--- src/rtl/iob_reg_skid_pkg.sv ---
// rtl/iob_reg_skid_pkg.sv - shared state encoding and constants for the skid buffer
package iob_reg_skid_pkg;

    typedef enum logic [1:0] {
        EMPTY = 2'd0,
        ONE   = 2'd1,
        FULL  = 2'd2
    } state_t;

    localparam int LEVEL_W = 2;

endpackage

--- src/rtl/iob_skid_slot.sv ---
// rtl/iob_skid_slot.sv - load-enabled data register with synchronous reset
//
// Ports:
//   clk_i  - clock, rising edge
//   rst_i  - synchronous active-high reset, loads RST_VAL
//   en_i   - load enable
//   d_i    - data to load
//   q_o    - registered data
module iob_skid_slot #(
    parameter int                 DATA_W  = 21,
    parameter logic [DATA_W-1:0]  RST_VAL = {DATA_W{1'b0}}
) (
    input  logic              clk_i,
    input  logic              rst_i,
    input  logic              en_i,
    input  logic [DATA_W-1:0] d_i,
    output logic [DATA_W-1:0] q_o
);

    always_ff @(posedge clk_i) begin
        if (rst_i) begin
            q_o <= RST_VAL;
        end else if (en_i) begin
            q_o <= d_i;
        end
    end

endmodule

--- src/rtl/iob_reg_skid.sv ---
// rtl/iob_reg_skid.sv - two-entry valid/ready register slice (skid buffer)
//
// Ports:
//   clk_i, rst_i          - clock and synchronous active-high reset
//   flush_i               - discard buffered words (synchronous)
//   s_valid_i/s_ready_o/s_data_i - upstream handshake and payload
//   m_valid_o/m_ready_i/m_data_o - downstream handshake and payload
//   level_o               - number of buffered words (0..2)
module iob_reg_skid
    import iob_reg_skid_pkg::*;
#(
    parameter int                 DATA_W  = 21,
    parameter logic [DATA_W-1:0]  RST_VAL = {DATA_W{1'b0}}
) (
    input  logic               clk_i,
    input  logic               rst_i,
    input  logic               flush_i,
    input  logic               s_valid_i,
    output logic               s_ready_o,
    input  logic [DATA_W-1:0]  s_data_i,
    output logic               m_valid_o,
    input  logic               m_ready_i,
    output logic [DATA_W-1:0]  m_data_o,
    output logic [LEVEL_W-1:0] level_o
);

    state_t            state_q;
    state_t            state_d;
    logic              push;
    logic              pop;
    logic              main_en;
    logic              skid_en;
    logic [DATA_W-1:0] main_d;
    logic [DATA_W-1:0] main_q;
    logic [DATA_W-1:0] skid_q;

    // Upstream ready comes only from registered state plus rst/flush, so
    // m_ready_i never reaches s_ready_o combinationally.
    assign s_ready_o = ~rst_i & ~flush_i & (state_q != FULL);
    assign m_valid_o = (state_q != EMPTY);
    assign m_data_o  = main_q;

    assign push = s_valid_i & s_ready_o;
    assign pop  = m_valid_o & m_ready_i;

    // Main slot refills from the skid slot when draining FULL, else from upstream.
    assign main_d  = (state_q == FULL) ? skid_q : s_data_i;
    // Flush gating keeps both slots untouched in the flush cycle, even when a
    // pop in FULL would otherwise move the skid word forward.
    assign main_en = ~flush_i & ((push & ((state_q == EMPTY) | pop)) |
                                 ((state_q == FULL) & pop));
    assign skid_en = (state_q == ONE) & push & ~pop;

    iob_skid_slot #(.DATA_W(DATA_W), .RST_VAL(RST_VAL)) u_main (
        .clk_i (clk_i),
        .rst_i (rst_i),
        .en_i  (main_en),
        .d_i   (main_d),
        .q_o   (main_q)
    );

    iob_skid_slot #(.DATA_W(DATA_W), .RST_VAL(RST_VAL)) u_skid (
        .clk_i (clk_i),
        .rst_i (rst_i),
        .en_i  (skid_en),
        .d_i   (s_data_i),
        .q_o   (skid_q)
    );

    always_ff @(posedge clk_i) begin
        if (rst_i) begin
            state_q <= EMPTY;
        end else begin
            state_q <= state_d;
        end
    end

    always_comb begin
        state_d = state_q;
        level_o = '0;
        unique case (state_q)
            EMPTY: level_o = LEVEL_W'(0);
            ONE:   level_o = LEVEL_W'(1);
            FULL:  level_o = LEVEL_W'(2);
            default: level_o = '0;
        endcase
        if (flush_i) begin
            state_d = EMPTY;
        end else begin
            unique case (state_q)
                EMPTY: if (push) state_d = ONE;
                ONE: begin
                    if (push & ~pop)      state_d = FULL;
                    else if (~push & pop) state_d = EMPTY;
                end
                FULL:  if (pop) state_d = ONE;
                default: state_d = EMPTY;
            endcase
        end
    end

endmodule

--- config.mk ---
export PLATFORM = sky130hd
export DESIGN_NAME = iob_reg_skid
export DESIGN_NICKNAME = d
export VERILOG_FILES = /design/src/rtl/iob_reg_skid_pkg.sv /design/src/rtl/iob_skid_slot.sv /design/src/rtl/iob_reg_skid.sv
export SDC_FILE = /design/constraint.sdc
export NUM_CORES = 1
export LEC_CHECK = 0
export CAP_MARGIN = 40
export CELL_PAD_IN_SITES_DETAIL_PLACEMENT = 0
export CELL_PAD_IN_SITES_GLOBAL_PLACEMENT = 1
export CORE_MARGIN = 2
export CORE_UTILIZATION = 35
export CTS_CLUSTER_DIAMETER = 80
export DETAILED_ROUTE_END_ITERATION = 10
export PLACE_DENSITY_LB_ADDON = 0.1
export SLEW_MARGIN = 0
export SYNTH_ARGS = -nofsm -noshare
export SYNTH_HDL_FRONTEND = slang
export SYNTH_SLANG_ARGS = --single-unit
--- constraint.sdc ---
create_clock -name clk_i -period 2.87 [get_ports clk_i]
set_input_delay 0.7175 -clock clk_i [delete_from_list [all_inputs] [get_ports clk_i]]
set_output_delay 0.7175 -clock clk_i [all_outputs]
set_load 0.01 [all_outputs]
After elaboration in Yosys (flattened, before gate mapping)
Index checks and enable logic that the tools add are counted. Widths: inputs -> output; s select.

Bits in registers: 44. Word-level logic and storage cells: 37.

Equal/unequal tests: 6. Muxes and demuxes: 7. Bitwise operators: 17. Reductions and logical operators: 4.

Operator list (count): $mux 21 (1); $and 1x1->1 (11); $mux 2 (4); $ne 2x2->1 const B (3); $pmux 2 s3 (1); $not 1->1 (4); $pmux 2 s2 (1); $ne 3x1->1 const B (1); $reduce_and 3->1 (1); $eq 2x1->1 const B (1); $eq 2x2->1 const B (1); $logic_not 2->1 (1); $or 1x1->1 (2); $reduce_bool 2->1 (1); $reduce_or 2->1 (1).

Longest topological paths before layout
Depth in word-level cells: 9. Depth in mapped cells: 6.

Hierarchy
Synthesis repeated with hierarchy kept, for this count alone.

Cells, all modules: 180. Area total of the unflattened synthesis: 1943.1 µm².

By module, submodules not included: iob_skid_slot (instances 2, cells an instance 68, area each 752.0 µm², seq. area each 420.4 µm²); iob_reg_skid (instances 1, cells an instance 44, area each 439.2 µm², seq. area each 40.0 µm²).

Worst setup path after synthesis
No wires, ideal clock.

Kind: input -> output. Start point: in rst_i. End point: out s_ready_o. Arrival: 1.469 ns. Path slack: 0.684 ns. Cell stages on the path: 3. Buffers on the path: 2. Cells stage by stage: buf_2 clkbuf_1 nor3_1.

Word-level cells in the longest chain between the ends: 3.

RTL lines: start, declared (line iob_reg_skid.sv:16) `input logic rst_i,`; $not 1->1 (line iob_reg_skid.sv:39) `assign s_ready_o = ~rst_i & ~flush_i & (state_q != FULL);`; $and 1x1->1 (2 in a row) (line iob_reg_skid.sv:39); end, declared (line iob_reg_skid.sv:19) `output logic s_ready_o,`.

Every way passes these cells.

Worst setup path in the final report
Start point: in flush_i. End point: out s_ready_o.

Word-level cells in the longest chain between the ends: 3.

RTL lines: start, declared (line iob_reg_skid.sv:17) `input logic flush_i,`; $not 1->1 (line iob_reg_skid.sv:39); $and 1x1->1 (2 in a row) (line iob_reg_skid.sv:39).

Every way passes these cells.

==> out/summary.txt <==
status: finished, final reports clean
Resized Gates After CTS: 0
core area: 6310 sq um
hold_ws: 0.478 ns
Syn. warnings: 0
HP Class: flip-flop to flip-flop
gr usage total: 16.9%
per-cell routed wire length: 17.6 microns
Nets: 287
static leakage: 1.13 nW
Distinct cells, synth: 30
Slew @ Worst Pin: 0.593 ns
R2R Setup Slk: 1.26 ns
sequential share of the synthesized area: 38.6%
worst-skew pair later-pin latency: 0.29 ns
Rel. slew slack: 60.5%
Final Hold Fails: 0
initial antenna violation count: 0
vias per inst: 5.50
Clock Sinks: 44
RSZ-0062 raised after global routing: no
pre-CTS setup slack: 0.273 ns
Worst IR Drop VDD: 229 uV
Mapped Nets: 245
# IOs: 51
share of cells above drive strength 1: 24.8%
clock skew: 0.00592 ns
CTS tree: built
GRT Residual Overflow: 0
Yosys top cell area share: 38.6%
drc violations: 0
synthesis-to-finish area growth: 31.2%
std cell rows: 29
PnR worst setup slack: 0.268 ns
CTS Root Cell: clkbuf_8
drt initial violations: 62
Mapped Cells: 219
Critical Path RT: 2.15 ns
Post-CTS Hold Buffers: 0
Final Cycle Share: 90.7%
die height: 84.8 microns
Clk pin slew, worst setup/hold paths: 0.08 ns
hpwl dp: 3480 microns
Initial Util: 36.2%
Finished Cell Area: 3000 sq um
Pwr per Cell Area: 524 nW/um^2
Crit. End Element: output pin
pins over their slew limit: 0
die width: 84.8 microns
Post-Route WL: 5970 microns
First-pass DRT Iterations: 4
leading area contributor after synthesis: dfxtp_1
crit start category: primary input
first-pass GRT wire length: 9660 microns
# diodes: 0
Synth Area per Inst: 10.4 sq um
vias in the first global route: 1,806
Total Power: 1.57 mW
placed cells: 331
pin count of the biggest net entering global routing: 44
vias post-DR: 1,864
critical path class: primary input to output pin
setup bufs post-CTS: 0
antenna-violating nets left: 0
H-tree levels: 2
die area: 7190 sq um
crit path DAT: 1.88 ns
port buffer count: 50
CTS Buffer Depth: 2
Final GP Congestion: 0.676
Max Freq: 384 MHz
synth top area cells: dfxtp_1 (39%), a2111oi_2 (13%), a211oi_2 (11%)
min Tclk post-route: 2.60 ns
Placed Area: 2840 sq um
total negative slack: 0 ns
final setup fails: 0
clock buffer count from CTS: 5
Final Util: 47.4%
synthesized cell area: 2280 sq um
Yosys reg bits: 44
max_cap viols: 0
Max FO, Critical Path: 2
Post-Layout Cell Count: 339
==> power breakdown <==
group | internal, mW | leakage [nW] | switching [mW]
logic | 0.137 | 0.691 | 0.123
clock network | 0.435 | 0.0784 | 0.222
registers | 0.634 | 0.358 | 0.0190
total | 1.21 | 1.13 | 0.364
==> worst paths after layout <==
kind                        from              to  depth (start not counted)
hold / removal    u_skid.q_o[11]  u_skid.q_o[11]                          2
setup / recovery         flush_i       s_ready_o                          3
hold reg to reg   u_skid.q_o[11]  u_skid.q_o[11]                          2
setup reg to reg      state_q[0]  u_main.q_o[20]                          4
==> synthesized netlist by cell type <==
cell type / count
a21oi_1: 23
or3b_2: 1
o21ai_1: 2
a211oi_1: 1
buf_2: 9
a211o_1: 1
nand2_1: 1
and3b_1: 1
clkbuf_1: 12
nor2_1: 2
a2111oi_2: 20
or3_1: 1
buf_4: 2
nor2b_1: 1
or2_2: 1
nand3_1: 21
o21ai_0: 19
and4bb_1: 2
nor3_1: 2
a211oi_2: 20
dfxtp_1: 44
nand3b_1: 1
nor4b_4: 1
inv_1: 2
nand2b_1: 1
mux2i_1: 22
clkbuf_4: 1
o21a_1: 1
a2111oi_0: 1
buf_6: 3
==> registers in the layout, summed over array words and instances, names as in the netlist <==
register / flops
u_skid.q_o: 21
state_q: 2
u_main.q_o: 21
==> critical path, cell delays in order <==
cell and delay (ns):
clkdlybuf4s50_1 0.43, nor3_1 0.18, clkdlybuf4s50_1 0.55
==> logic make-up after synthesis <==
kind of cell    after synthesis  synth area share (%)
flops                        44                  38.6
simple gates                 36                  9.86
buf+inv                      29                  6.74
mux                          22                  9.64
compound gates               88                  35.2
==> area by class of cell <==
cell class,count,area (sq um)
flip-flops and latches,44,881
inverters,2,7.51
repair buffers,62,598
clock inverters,3,90.1
well taps,77,96.3
clock buffers,5,68.8
multi-input cells,146,1250
fillers,634,3320
==> placed cells by master, fill, tap and decap left out <==
master / netlist / final
clkdlybuf4s50_1: 0 / 49
dfxtp_1: 44 / 44
a21oi_1: 23 / 23
mux2i_1: 22 / 22
nand3_1: 21 / 21
a2111oi_2: 20 / 20
a211oi_2: 20 / 20
o21ai_0: 19 / 19
buf_4: 2 / 11
clkbuf_8: 0 / 5
bufinv_16: 0 / 3
inv_1: 2 / 2
nor2_1: 2 / 2
and4bb_1: 2 / 2
o21ai_1: 2 / 2
nand2b_1: 1 / 1
nor2b_1: 1 / 1
or2_2: 1 / 1
nor3_1: 2 / 1
or3b_2: 1 / 1
nand2_1: 1 / 1
o21a_1: 1 / 1
nor4b_4: 1 / 1
a211o_1: 1 / 1
nor3_2: 0 / 1
and3b_1: 1 / 1
or3_1: 1 / 1
nand3b_1: 1 / 1
a2111oi_0: 1 / 1
a211oi_1: 1 / 1
buf_2: 9 / 1
buf_12: 0 / 1
==> metal layers <==
layer	up-vias	GRT usage, %	share of wire (%)
met1	893	24.2	50
met3	4	3.54	3.7
met4	0	3.46	0.52
li1	931	-	-
met5	-	0	0
met2	36	26.6	46
(Power assumes the default switching activity.)
